## config.mk

```make
export PLATFORM = sky130hd
export DESIGN_NAME = rv_buffered_interface
export DESIGN_NICKNAME = d
export VERILOG_FILES = /design/src/rtl/rv_pkg.sv /design/src/rtl/rv_sync_fifo.sv /design/src/rtl/rv_buffered_interface.sv
export SDC_FILE = /design/constraint.sdc
export NUM_CORES = 1
export LEC_CHECK = 0
export BUFFER_PORTS_ARGS = -buffer_cell sky130_fd_sc_hd__buf_2
export CAP_MARGIN = 5
export CORE_MARGIN = 1
export CORE_UTILIZATION = 55
export DETAILED_ROUTE_END_ITERATION = 16
export PLACE_DENSITY = 0.83
export SLEW_MARGIN = 0
export SYNTH_ARGS = -nofsm -noshare
export SYNTH_HDL_FRONTEND = slang
export SYNTH_SLANG_ARGS = --single-unit
export TNS_END_PERCENT = 100
```

## constraint.sdc

```tcl
create_clock -name CLK_I -period 2.96 [get_ports CLK_I]
set_input_delay 0 -clock CLK_I [delete_from_list [all_inputs] [get_ports CLK_I]]
set_output_delay 0 -clock CLK_I [all_outputs]
set_load 0.02 [all_outputs]
```

## src/rtl/rv_pkg.sv

```systemverilog
// Shared types and elaboration helpers for the buffered ready-valid interface.
package rv_pkg;

  typedef enum logic { DROP_NEW = 1'b0, DROP_OLDEST = 1'b1 } overflow_policy_e;

  function automatic int ptr_width(input int depth);
    return $clog2(depth) + 1;
  endfunction

  function automatic bit depth_ok(input int depth);
    return (depth >= 2) && ((depth & (depth - 1)) == 0);
  endfunction

endpackage

```

## src/rtl/rv_sync_fifo.sv

```systemverilog
// First-word-fall-through FIFO with wrap-bit pointers; evict drops the head
// when full so an incoming word can take its place.
module rv_sync_fifo
  import rv_pkg::*;
#(
  parameter int WIDTH = 8,
  parameter int DEPTH = 4
) (
  input  logic                   clk,
  input  logic                   rst,
  input  logic                   push,
  input  logic                   pop,
  input  logic                   evict,
  input  logic [WIDTH-1:0]       wdata,
  output logic [WIDTH-1:0]       rdata,
  output logic                   full,
  output logic                   empty,
  output logic [$clog2(DEPTH):0] level
);

  localparam int PW = ptr_width(DEPTH);
  localparam int AW = PW - 1;

  if (!depth_ok(DEPTH)) begin : g_depth_chk
    $error("rv_sync_fifo: DEPTH must be a power of two >= 2");
  end

  logic [WIDTH-1:0] mem [DEPTH];
  logic [PW-1:0]    wr_ptr, rd_ptr;
  logic             wr_en, rd_en;

  assign empty = (wr_ptr == rd_ptr);
  assign full  = (wr_ptr[AW] != rd_ptr[AW]) && (wr_ptr[AW-1:0] == rd_ptr[AW-1:0]);
  assign level = wr_ptr - rd_ptr;
  assign rdata = mem[rd_ptr[AW-1:0]];

  // A write into a full FIFO is only legal when the head leaves the same cycle.
  assign rd_en = (pop & ~empty) | (evict & full);
  assign wr_en = push & (~full | rd_en);

  always_ff @(posedge clk or posedge rst) begin
    if (rst) begin
      wr_ptr <= '0;
      rd_ptr <= '0;
    end else begin
      if (wr_en) wr_ptr <= wr_ptr + 1'b1;
      if (rd_en) rd_ptr <= rd_ptr + 1'b1;
    end
  end

  always_ff @(posedge clk) begin
    if (wr_en) mem[wr_ptr[AW-1:0]] <= wdata;
  end

endmodule

```

## src/rtl/rv_buffered_interface.sv

```systemverilog
// Bidirectional buffered bridge: bus writes queue toward the device, device
// pushes queue toward the bus, each with its own FIFO and fill level.
module rv_buffered_interface #(
  parameter int WRITE_WIDTH = 8,
  parameter int READ_WIDTH  = 8,
  parameter int DEPTH       = 4,
  parameter int DROP_OLDEST = 0
) (
  input  logic                   CLK_I,
  input  logic                   RST_I,
  input  logic                   READ_READY_I,
  output logic                   READ_VALID_O,
  output logic [READ_WIDTH-1:0]  READ_DATA_O,
  output logic                   WRITE_READY_O,
  input  logic                   WRITE_VALID_I,
  input  logic [WRITE_WIDTH-1:0] WRITE_DATA_I,
  input  logic                   READ_ENABLE_I,
  input  logic                   WRITE_ENABLE_I,
  output logic                   UPDATE_O,
  output logic [WRITE_WIDTH-1:0] DATA_O,
  input  logic                   ACK_I,
  input  logic                   PUSH_I,
  input  logic [READ_WIDTH-1:0]  DATA_I,
  output logic                   READ_O,
  output logic                   OVERFLOW_O,
  output logic [$clog2(DEPTH):0] RLEVEL_O,
  output logic [$clog2(DEPTH):0] WLEVEL_O
);

  localparam rv_pkg::overflow_policy_e POLICY =
    (DROP_OLDEST != 0) ? rv_pkg::DROP_OLDEST : rv_pkg::DROP_NEW;

  logic wfull, wempty, rfull, rempty;
  logic wpush, wpop, rpop, rblocked, evict, overflow_q;

  // Ready/valid depend only on enables and stored state, never on the partner handshake.
  assign WRITE_READY_O = WRITE_ENABLE_I & ~wfull;
  assign wpush         = WRITE_VALID_I & WRITE_READY_O;
  assign wpop          = ACK_I & ~wempty;
  assign UPDATE_O      = ~wempty;

  assign READ_VALID_O  = READ_ENABLE_I & ~rempty;
  assign rpop          = READ_VALID_O & READ_READY_I;
  assign READ_O        = rpop;

  assign rblocked = PUSH_I & rfull & ~rpop;
  assign evict    = rblocked & (POLICY == rv_pkg::DROP_OLDEST);

  always_ff @(posedge CLK_I or posedge RST_I) begin
    if (RST_I) overflow_q <= 1'b0;
    else       overflow_q <= rblocked;
  end

  assign OVERFLOW_O = overflow_q;

  rv_sync_fifo #(.WIDTH(WRITE_WIDTH), .DEPTH(DEPTH)) u_wfifo (
    .clk   (CLK_I),
    .rst   (RST_I),
    .push  (wpush),
    .pop   (wpop),
    .evict (1'b0),
    .wdata (WRITE_DATA_I),
    .rdata (DATA_O),
    .full  (wfull),
    .empty (wempty),
    .level (WLEVEL_O)
  );

  rv_sync_fifo #(.WIDTH(READ_WIDTH), .DEPTH(DEPTH)) u_rfifo (
    .clk   (CLK_I),
    .rst   (RST_I),
    .push  (PUSH_I),
    .pop   (rpop),
    .evict (evict),
    .wdata (DATA_I),
    .rdata (READ_DATA_O),
    .full  (rfull),
    .empty (rempty),
    .level (RLEVEL_O)
  );

endmodule

```

---- Word level (Yosys, flattened, before mapping) ----
Memory sizes are Yosys's and may differ from the RTL's.
Index checks and enable logic that the tools add are counted.
word-level totals
  register bits after elaboration ......... 13
  bits in writable memories ............... 64
  bits of input ports ..................... 24
  output and inout port bits .............. 27
  logic and storage cells ................. 43
  memories ................................ 2
memory list
  memory       words  width  read ports  clocked after memory_dff  write ports  line                text
  u_rfifo.mem  4      8      1           0                         1            rv_sync_fifo.sv:28  logic [WIDTH-1:0] mem [DEPTH];
  u_wfifo.mem  4      8      1           0                         1            rv_sync_fifo.sv:28
cells by class
  add/subtract/negate cells ............... 6
  eq/ne operators ......................... 6
  multiplexer cells ....................... 4
  bitwise operators ....................... 18
  reductions and logical operators ........ 2
operators with widths
  cell                                         count
  adder 3 x 1 -> 3 bit, second input constant  4
  AND 1 bit                                    11
  equality test 3 bit                          2
  subtractor 3 bit                             2
  inverter 1 bit                               5
  equality test 2 bit                          2
  two-way mux 1 bit                            4
  logical AND 1 bit                            2
  != test 1 bit                                2
  bitwise OR 1 bit                             2

---- Depth between registers and ports, before layout ----
Gate-level depths: netlist of the first run.
  depth after elaboration ................. 9
  depth in mapped cells ................... 6

---- Modules after synthesis ----
From an unflattened synthesis of the first run, not the netlist that was laid out.
second synthesis, totals
  cells, all modules ...................... 183
  area total of the unflattened synthesis .. 3318.2 µm²
modules (own cells, without submodules)
  module                 instances  cells an instance  area an instance (µm²)
  rv_sync_fifo           2          86                 1617.8
  rv_buffered_interface  1          11                 82.6

---- Worst setup path before layout of the first run ----
No wires, ideal clock.
  path type ............................... flip-flop to flip-flop
  from .................................... reg u_wfifo.rd_ptr[1]
  to ...................................... mem u_wfifo.mem[0][0], enable pin
  data arrival time ....................... 1.714 ns
  required time ........................... 2.628 ns
  path slack .............................. 0.914 ns
  cell stages (with the launch flop) ...... 6
  buffers on the path ..................... 1
  clock period less this slack ............ 2.046 ns
  path through ............................ dfrtp_1 -> clkbuf_1 -> inv_1 -> ha_1 -> a31oi_1 -> and2_1
between the ends
  word-level cells in the longest chain between the ends .. 8
  elaborated cells on any way between the ends .. 13
  classes of those cells .................. eq/ne: 2; mux: 2; bitwise: 8; reduce/logical: 1
RTL lines
  element                                                     line                                                                          text
  from (decl)                                                 rv_sync_fifo.sv:29                                                            logic [PW-1:0] wr_ptr, rd_ptr;
  from (signal assigned)                                      rv_sync_fifo.sv:47                                                            if (rd_en) rd_ptr <= rd_ptr + 1'b1;
  equality test 3 bit or equality test 2 bit (tied branches)  rv_sync_fifo.sv:32, rv_sync_fifo.sv:33
  inverter 1 bit or logical AND 1 bit (tied branches)         rv_sync_fifo.sv:38, rv_buffered_interface.sv:39, rv_sync_fifo.sv:33
  AND 1 bit or inverter 1 bit (tied branches)                 rv_buffered_interface.sv:39, rv_sync_fifo.sv:39, rv_buffered_interface.sv:37
  AND 1 bit, on equally long branches                         rv_sync_fifo.sv:38, rv_buffered_interface.sv:37
  bitwise OR 1 bit or AND 1 bit (tied branches)               rv_sync_fifo.sv:39, rv_buffered_interface.sv:38
  AND 1 bit *                                                 rv_sync_fifo.sv:39                                                            assign wr_en = push & (~full | rd_en);
  two-way mux 1 bit *                                         rv_sync_fifo.sv:52                                                            if (wr_en) mem[wr_ptr[AW-1:0]] <= wdata;
  two-way mux 1 bit (not written as such) *                   rv_sync_fifo.sv:52
  to (decl)                                                   rv_sync_fifo.sv:28
Mark *: on every way between the ends. The rest lies on a longest branch, timed or not.

---- Final worst setup path of the first run ----
  from .................................... reg u_wfifo.rd_ptr[1]
  to ...................................... mem u_wfifo.mem[0][3], enable pin
Same word-level chain as after synthesis.

==> results of run 1 <==
[report_power, final]
group	internal [mW]	leakage (nW)	switching [mW]
Combinational	0.726	0.698	1.02
Clock	0.560	0.116	0.364
Sequential	1.43	0.738	0.170
Total	2.72	1.55	1.55
[cell families after synthesis]
kind of cell | synth area share [%]
DFF | 70.3
muxes | 12.7
buffers and inverters | 2.08
adders and majority gates | 6.73
and+or+nand+nor | 2.66
xor gates and xnor gates | 3.56
AOI/OAI and AO/OA | 1.96
[worst max-delay path, cell delays in order (launching register included)]
cell,delay (ns)
dfrtp_1,0.71
inv_1,0.09
ha_1,0.36
a31oi_1,0.38
and2_1,0.47
[area by class of cell]
cell class | instances | area (um2)
clock inverters | 6 | 111
clock buffers | 10 | 128
multi-input cells | 73 | 882
flip-flops and latches | 77 | 2250
repair buffers | 72 | 463
fillers | 343 | 1570
inverters | 13 | 48.8
well taps | 72 | 90.1
[metal layers]
layer | global-route usage, % | part of all wire (%) | vias to the layer above
li1 | - | - | 795
met1 | 25.3 | 43 | 863
met2 | 33.8 | 50 | 54
met3 | 5.58 | 3.7 | 12
met4 | 8.15 | 2.4 | 0
met5 | 0 | 0 | -
[flip-flops by register name, summed over array words and instances (netlist names)]
signal / flops
OVERFLOW_O: 1
u_rfifo.mem: 32
u_rfifo.rd_ptr: 3
u_rfifo.wr_ptr: 3
u_wfifo.mem: 32
u_wfifo.rd_ptr: 3
u_wfifo.wr_ptr: 3
[Yosys cell counts]
master     n  area share, %
edfxtp_1  64             60
mux4_2    16             11
ha_1      14            5.5
dfrtp_1   13             10
inv_1     13            1.5
xnor2_1    8            2.2
and2_1     7            1.4
xor2_1     5            1.4
a31oi_1    3           0.59
mux2_2     3            1.1
nand2_1    3           0.35
buf_2      2           0.31
clkbuf_1   2           0.24
fa_1       2            1.3
o211ai_1   2           0.47
o21ai_0    2           0.31
mux2_1     1           0.35
nand3_1    1           0.16
nor2_1     1           0.12
nor2b_1    1           0.20
nor4b_1    1           0.27
o311a_1    1           0.31
o31a_1     1           0.27
or2_2      1           0.20
[path summary, 6_finish.rpt]
path,startpoint,end,slack [ns],cells after the start
setup / recovery,u_wfifo.rd_ptr[1],u_wfifo.mem[0][3],0.59,4
hold / removal,READ_READY_I,OVERFLOW_O,0.04,3
setup reg to reg,u_wfifo.rd_ptr[1],u_wfifo.mem[0][3],0.59,4
hold reg to reg,u_wfifo.rd_ptr[2],u_wfifo.rd_ptr[2],0.49,1
max in group asynchronous,RST_I,u_wfifo.rd_ptr[1],2.40,3
min in group asynchronous,RST_I,OVERFLOW_O,0.23,3
[stage by stage]
stage	hold slack [ns]	power [mW]	setup WS, ns	instances
2_1_floorplan	-0.123	2.84	0.914	167
6_report	0.0426	4.27	0.593	323
4_1_cts	0.0267	4.30	0.618	323
5_1_grt	0.0705	4.51	0.446	323
3_5_place_dp	0.0541	3.34	0.647	288
3_3_place_gp	0.0494	3.31	0.779	288
==> reports/summary.txt, run 1 <==
GRT Total Usage = 20.3%
antenna-violating nets left = 0
largest net degree at the start of global routing = 14
Pins Over Slew Limit = 0
Net Count, Synth = 207
wire length per cell = 17.4 um
hpwl dp = 3600 um
Worst-Margin Slew = 0.655 ns
Resize count post-CTS = 0
Fin. Hold Viols = 0
area grow syn2layout = 24.2%
Cells after Synth = 167
Synth Cell Area = 3200 um2
post-CTS setup buffer count = 0
root cell of the clock tree = clkbuf_8
Boundary Pins = 51
H-tree levels = 3
Power Density = 1080 nW/um2
Critical Path Sink Type = flip-flop
initial drt markers = 88
Max Buffers Root-to-Sink = 2
CP max FO = 12
via count = 1724
critical path data arrival time = 2.35 ns
Setup TNS Final = 0 ns
clk_lat worst skew = 0.34 ns
Post-Syn Area per Cell = 19.1 um2
Distinct cells, synth = 24
part of the cycle the worst path needs = 80.0%
Final Setup Violations = 0
first-pass GRT wire length = 8910 um
CTS tree = yes
Die H = 78.2 um
Rows = 27
Core ar. = 5540 um2
Starting Density = 57.7%
Seq/Total Area, Yosys = 70.3%
Total Wirelength = 5640 um
Min Clock Period, post-route = 2.37 ns
final clock skew = 0.00798 ns
final design utilization = 71.7%
IO Port Bufs = 50
fin nets = 286
Max-slew headroom = 56.1%
commonest non-fill, non-tap cells in the layout = edfxtp_1 (64), buf_2 (50), dlygate4sd3_1 (19)
status = completed
Die Area = 6120 um2
placed cell areas = 3540 um2
ant diodes = 0
Worst Path Required = 2.95 ns
layout cells sized above 1 = 35.1%
Vias per Instance = 5.34
maximum vdd drop = 878 uV
commonest non-fill, non-tap cell in the layout = edfxtp_1
Clk pin slew, worst setup/hold paths = 0.07 ns
Num CTS Buffers = 9
Overflow after GRT = 0
Setup crit start kind = flip-flop
max cap viols = 0
Ys Warns = 0
Die X = 78.2 um
cts hold-fix bufs = 19
FMAX = 423 MHz
leak pwr = 1.55 nW
number of synthesized register bits = 77
Clock Sinks = 77
number of global-route vias before repair = 1770
RSZ-0062 raised after global routing = no
Crit Path Category = reg -> reg
initial antenna violation count = 0
DR DRC count = 0
Final Cell Area = 3970 um2
1st-pass router iterations = 4
Hold Crit Class = in -> reg
GP Congestion = 0.870
No activity file was read; power rests on OpenSTA's default activity.
==> run 2: changes to the inputs <==
clock period = 2.3 ns   (was 2.96 ns; I/O delays follow)
==> run 2 against run 1 <==
Global-route usage is 0.13 points lower. Sequential share of layout area up 0.94 points. Wire length down 4.3%. Total power rose by 21%. Clock power decreased by 8.9%. Hold slack improved by 0.014 ns. Core utilization fell by 1.2 points. Worst setup slack got worse by 0.37 ns. Final cell count up 0.62%. Combinational power increased by 34%. Sequential power up 24%. Critical endpoint is now u_wfifo.mem[1][3]. Largest cell class unchanged.
==> reports/summary.txt, run 2 (same netlist as run 1, synthesis figures left out) <==
Critical Path Sink Type = flip-flop
Setup TNS Final = 0 ns (unchanged)
layout cells sized above 1 = 35.2% (+0.12 points)
CTS tree = yes
Max Buffers Root-to-Sink = 2 (unchanged)
commonest non-fill, non-tap cell in the layout = edfxtp_1
switching power total = 1.98 mW (+28%)
Core ar. = 5540 um2 (unchanged)
part of the power in registers = 38.4% (+0.9 points)
footprint of the multi-input gates = 882 um2 (unchanged)
leak pwr = 1.53 nW (-1.5%)
Fin. Hold Viols = 0 (unchanged)
GRT Total Usage = 20.2% (-0.13 points)
Clk pwr share = 16.3% (-5.3 points)
root cell of the clock tree = clkbuf_8
Worst-Margin Slew = 0.517 ns (-0.138 ns)
placed cell areas = 3560 um2 (+0.42%)
Hold Crit Class = in -> reg
Die X = 78.2 um (unchanged)
GP Congestion = 0.778 (-11%)
Overflow after GRT = 0 (unchanged)
antenna-violating nets left = 0 (unchanged)
critical path data arrival time = 2.07 ns (-0.28 ns)
Clock Sinks = 77 (unchanged)
combinational share of power = 45.2% (+4.4 points)
Power Density = 1320 nW/um2 (+23%)
Die Area = 6120 um2 (unchanged)
max cap viols = 0 (unchanged)
initial antenna violation count = 0 (unchanged)
top sig layer = met4
register area = 2250 um2 (unchanged)
R2R Setup Slk = 0.22 ns (-0.37 ns)
Pins Over Slew Limit = 0 (unchanged)
Rows = 27 (unchanged)
RSZ-0062 raised after global routing = no
area grow syn2layout = 22.2%
ant diodes = 0 (unchanged)
Final Cell Area = 3910 um2 (-1.6%)
initial drt markers = 74 (-16%)
1st-pass router iterations = 4 (unchanged)
Vias per Instance = 5.22 (-2.1%)
DR DRC count = 0 (unchanged)
largest net degree at the start of global routing = 14 (unchanged)
IO Port Bufs = 50 (unchanged)
maximum vdd drop = 1130 uV (+29%)
Total Wirelength = 5390 um (-4.3%)
M1 WL = 2450 um (-0.16%)
Worst Path Required = 2.29 ns (-0.66 ns)
number of global-route vias before repair = 1757 (-0.73%)
Min Clock Period, post-route = 2.08 ns (-0.290 ns)
Setup crit start kind = flip-flop
clk_lat worst skew = 0.34 ns (about the same)
wire length per cell = 16.6 um (-4.9%)
commonest non-fill, non-tap cells in the layout = edfxtp_1 (64), buf_2 (50), dlygate4sd3_1 (19)
sw frac = 38.4% (+2.1 points)
Boundary Pins = 51 (unchanged)
H-tree levels = 3 (unchanged)
Starting Density = 57.7% (unchanged)
CP max FO = 8 (-4)
part of the cycle the worst path needs = 90.3% (+10 points)
Max-slew headroom = 65.5% (+9.4 points)
WL met3 = 225 um (+9.2%)
Met2 Wirelength = 2670 um (-6.3%)
Die H = 78.2 um (unchanged)
Pint = 3.18 mW (+17%)
first-pass GRT wire length = 8680 um (-2.5%)
Final Setup Violations = 0 (unchanged)
Crit Path Category = reg -> reg
hpwl dp = 3650 um (+1.5%)
Clk pin slew, worst setup/hold paths = 0.08 ns (about the same)
final clock skew = 0.00763 ns (-0.000346 ns)
via count = 1698 (-1.5%)
Num CTS Buffers = 9 (unchanged)
FMAX = 481 MHz (+14%)
fin nets = 288 (+0.70%)
Fill cells = 378 (+10%)
status = completed
-- run 2: cell types whose count changed in the layout (fill, tap and decap cells not counted) --
cell       previous run  this run
clkinv_4              1         0
buf_4                 3         5
clkinv_1              0         1
clkinv_2              1         4
bufinv_16             3         0
-- run 2: final timing paths --
check / end / cells past startpoint / start
worst max-delay path: u_wfifo.mem[1][3] / 4 / u_wfifo.wr_ptr[0]
worst min-delay path: OVERFLOW_O / 3 / READ_READY_I
worst max register to register: u_wfifo.mem[1][3] / 4 / u_wfifo.wr_ptr[0]
worst min register to register: u_wfifo.rd_ptr[2] / 1 / u_wfifo.rd_ptr[2]
max in group asynchronous: u_rfifo.rd_ptr[2] / 3 / RST_I
min in group asynchronous: u_rfifo.rd_ptr[0] / 3 / RST_I
-- run 2: power groups by stage --
stage / sequential, mW / clock, mW / combinational (mW)
floorplan: 1.99 / 0 / 1.66
global placement: 2.00 / 0 / 2.29
detailed placement: 2.02 / 0 / 2.32
CTS: 1.99 / 0.857 / 2.37
global route: 2.01 / 0.910 / 2.57
finish: 1.98 / 0.842 / 2.34
-- run 2: worst max-delay path: stages (launching register included) --
cell,delay [ns]
dfrtp_1,0.40
inv_1,0.14
ha_1,0.30
a31oi_1,0.43
and2_1,0.45
-- run 2: stage by stage --
step                hold slack (ns)  cells  utilization (%)  power (mW)  setup WS (ns)
finish                       0.0567    325             70.5        5.16          0.223
global route                 0.0516    325             70.5        5.49          0.118
CTS                          0.0319    325             70.5        5.21          0.251
detailed placement           0.0634    290             64.2        4.34          0.274
global placement             0.0521    290             64.2        4.29          0.349
floorplan                    -0.123    167                -        3.65          0.254
-- run 2: routing by layer --
metal | global-route usage [%] | vias to the layer above
li1 | - | 794
met3 | 6.28 | 7
met1 | 26.2 | 849
met2 | 32.0 | 48
met4 | 7.96 | 0
met5 | 0 | -
-- run 2: repair_timing --
action / in CTS / in global routing
buffers inserted: 0 / 0
resized for setup: 0 / 0
hold buffers: 19 / 0
setup endpoints to repair: 0 / 0
hold endpoints to repair: 80 / 0
-- run 2: final cells by class --
type	instances	share of cell area (%)
clock buffer	10	3.27
clock inverter	6	0.801
inverter	13	1.25
multi-input combinational	73	22.6
sequential	77	57.5
tap	72	2.31
timing repair buffer	74	12.2
==> run 3: changes to the inputs <==
MAX_ROUTING_LAYER = met4   (was unset)
PLACE_DENSITY = unset   (was 0.83)
PLACE_DENSITY_LB_ADDON = 0.15   (was unset)
==> run 3 against run 2 <==
Register-to-register slack about the same. Critical path depth unchanged. Clock skew barely moved. Critical endpoint is now u_wfifo.mem[0][0]. Largest cell class unchanged.
==> reports/summary.txt, run 3 (same netlist as run 1, synthesis figures left out) <==
status = completed
Total Wirelength = 5350 um (-0.74%)
layout cells sized above 1 = 34.0% (-1.2 points)
Die X = 78.2 um (unchanged)
Starting Density = 57.7% (unchanged)
antenna-violating nets left = 0 (unchanged)
IO Port Bufs = 50 (unchanged)
Max Buffers Root-to-Sink = 2 (unchanged)
Die H = 78.2 um (unchanged)
Vias per Instance = 5.38 (+2.9%)
critical path data arrival time = 2.05 ns (-0.02 ns)
clk_lat worst skew = 0.33 ns (about the same)
Min Clock Period, post-route = 2.06 ns (-0.0127 ns)
RSZ-0062 raised after global routing = no
Clk pin slew, worst setup/hold paths = 0.07 ns (about the same)
Worst-Margin Slew = 0.531 ns (+0.0144 ns)
first-pass GRT wire length = 8690 um (+0.16%)
Pins Over Slew Limit = 0 (unchanged)
delay-heaviest family, CP = simple AND/OR/NAND/NOR gates
Rows = 27 (unchanged)
worst stage delay on the critical path = 0.45 ns (about the same)
CP cell instances = inv_1 > ha_1 > a31oi_1 > and2_1
part of the cycle the worst path needs = 89.8% (-0.55 points)
Setup TNS Final = 0 ns (unchanged)
register area = 2250 um2 (unchanged)
Max-slew headroom = 64.6% (-0.92 points)
ant diodes = 0 (unchanged)
Power Density = 1320 nW/um2 (-0.14%)
Num CTS Buffers = 9 (unchanged)
Setup crit start kind = flip-flop
hpwl dp = 3710 um (+1.4%)
commonest non-fill, non-tap cell in the layout = edfxtp_1
1st-pass router iterations = 4 (unchanged)
footprint of the multi-input gates = 882 um2 (unchanged)
via count = 1747 (+2.9%)
Crit Path Category = reg -> reg
H-tree levels = 3 (unchanged)
area grow syn2layout = 22.2% (about the same)
fin nets = 288 (unchanged)
Final Cell Area = 3900 um2 (about the same)
root cell of the clock tree = clkbuf_8
Final Setup Violations = 0 (unchanged)
initial drt markers = 87 (+18%)
maximum vdd drop = 1370 uV (+20%)
CP max FO = 8 (unchanged)
placed cell areas = 3560 um2 (unchanged)
Overflow after GRT = 0 (unchanged)
Fin. Hold Viols = 0 (unchanged)
CTS tree = yes
largest net degree at the start of global routing = 14 (unchanged)
Core ar. = 5540 um2 (unchanged)
commonest non-fill, non-tap cells in the layout = edfxtp_1 (64), buf_2 (50), dlygate4sd3_1 (19)
Die Area = 6120 um2 (unchanged)
Fill cells = 373 (-1.3%)
Critical Path Sink Type = flip-flop
DR DRC count = 0 (unchanged)
Crit path buffers/inverters = 1 (unchanged)
leak pwr = 1.52 nW (-0.71%)
max cap viols = 0 (unchanged)
GP Congestion = 0.806 (+3.7%)
Clock Sinks = 77 (unchanged)
wire length per cell = 16.5 um (-0.74%)
placed cells = 290 (unchanged)
final clock skew = 0.00781 ns (+0.000180 ns)
Post-Layout Cell Count = 325 (unchanged)
Boundary Pins = 51 (unchanged)
FMAX = 484 MHz (+0.61%)
Worst Path Required = 2.28 ns (about the same)
GRT Total Usage = 20.2% (about the same)
Hold Crit Class = in -> reg
number of global-route vias before repair = 1798 (+2.3%)
initial antenna violation count = 0 (unchanged)
WHS = 0.0556 ns (-0.00116 ns)
CP max-delay cell = and2_1
[run 3: cell type report]
cell class | count | area share (%)
clock buffers | 10 | 3.27
clock inverters | 6 | 0.769
inverters | 13 | 1.25
multi-input cells | 73 | 22.6
flip-flops and latches | 77 | 57.6
well taps | 72 | 2.31
repair buffers | 74 | 12.2
[run 3: metal layers]
metal / global-route usage [%] / wire, um / vias up
met2: 33.0 / 2730 / 64
li1: - / - / 799
met4: 9.44 / 63 / 0
met3: 3.02 / 246 / 7
met1: 25.1 / 2310 / 877
met5: - / 0 / -
[run 3: stage by stage]
stage | total power, mW | setup slack, ns | utilization (%)
floorplan | 3.65 | 0.254 | -
global placement | 4.27 | 0.366 | 64.2
detailed placement | 4.34 | 0.207 | 64.2
CTS | 5.19 | 0.197 | 70.5
global route | 5.46 | 0.0504 | 70.5
finish | 5.15 | 0.236 | 70.5
[run 3: path summary, 6_finish.rpt]
path	from	end	slack [ns]	cells past startpoint
max in group asynchronous	RST_I	u_rfifo.wr_ptr[2]	1.70	3
setup reg to reg	u_wfifo.wr_ptr[0]	u_wfifo.mem[0][0]	0.24	4
min in group asynchronous	RST_I	u_rfifo.rd_ptr[0]	0.25	3
hold / removal	READ_READY_I	OVERFLOW_O	0.06	3
hold reg to reg	u_wfifo.wr_ptr[2]	u_wfifo.wr_ptr[2]	0.49	1
setup / recovery	u_wfifo.wr_ptr[0]	u_wfifo.mem[0][0]	0.24	4
[run 3: report_power, final]
group	switching (mW)	internal [mW]
registers	0.141	1.84
logic	1.39	0.951
clock network	0.453	0.377
[run 3: timing repair]
action                    in CTS  in global routing
hold endpoints to repair      79                  0
hold buffers                  19                  0
setup buffers                  0                  0
gates resized for setup        0                  0
[run 3: worst min-delay path, stage by stage]
cell and delay (ns):
buf_2 0.07, and2_1 0.19, nor4b_1 0.08
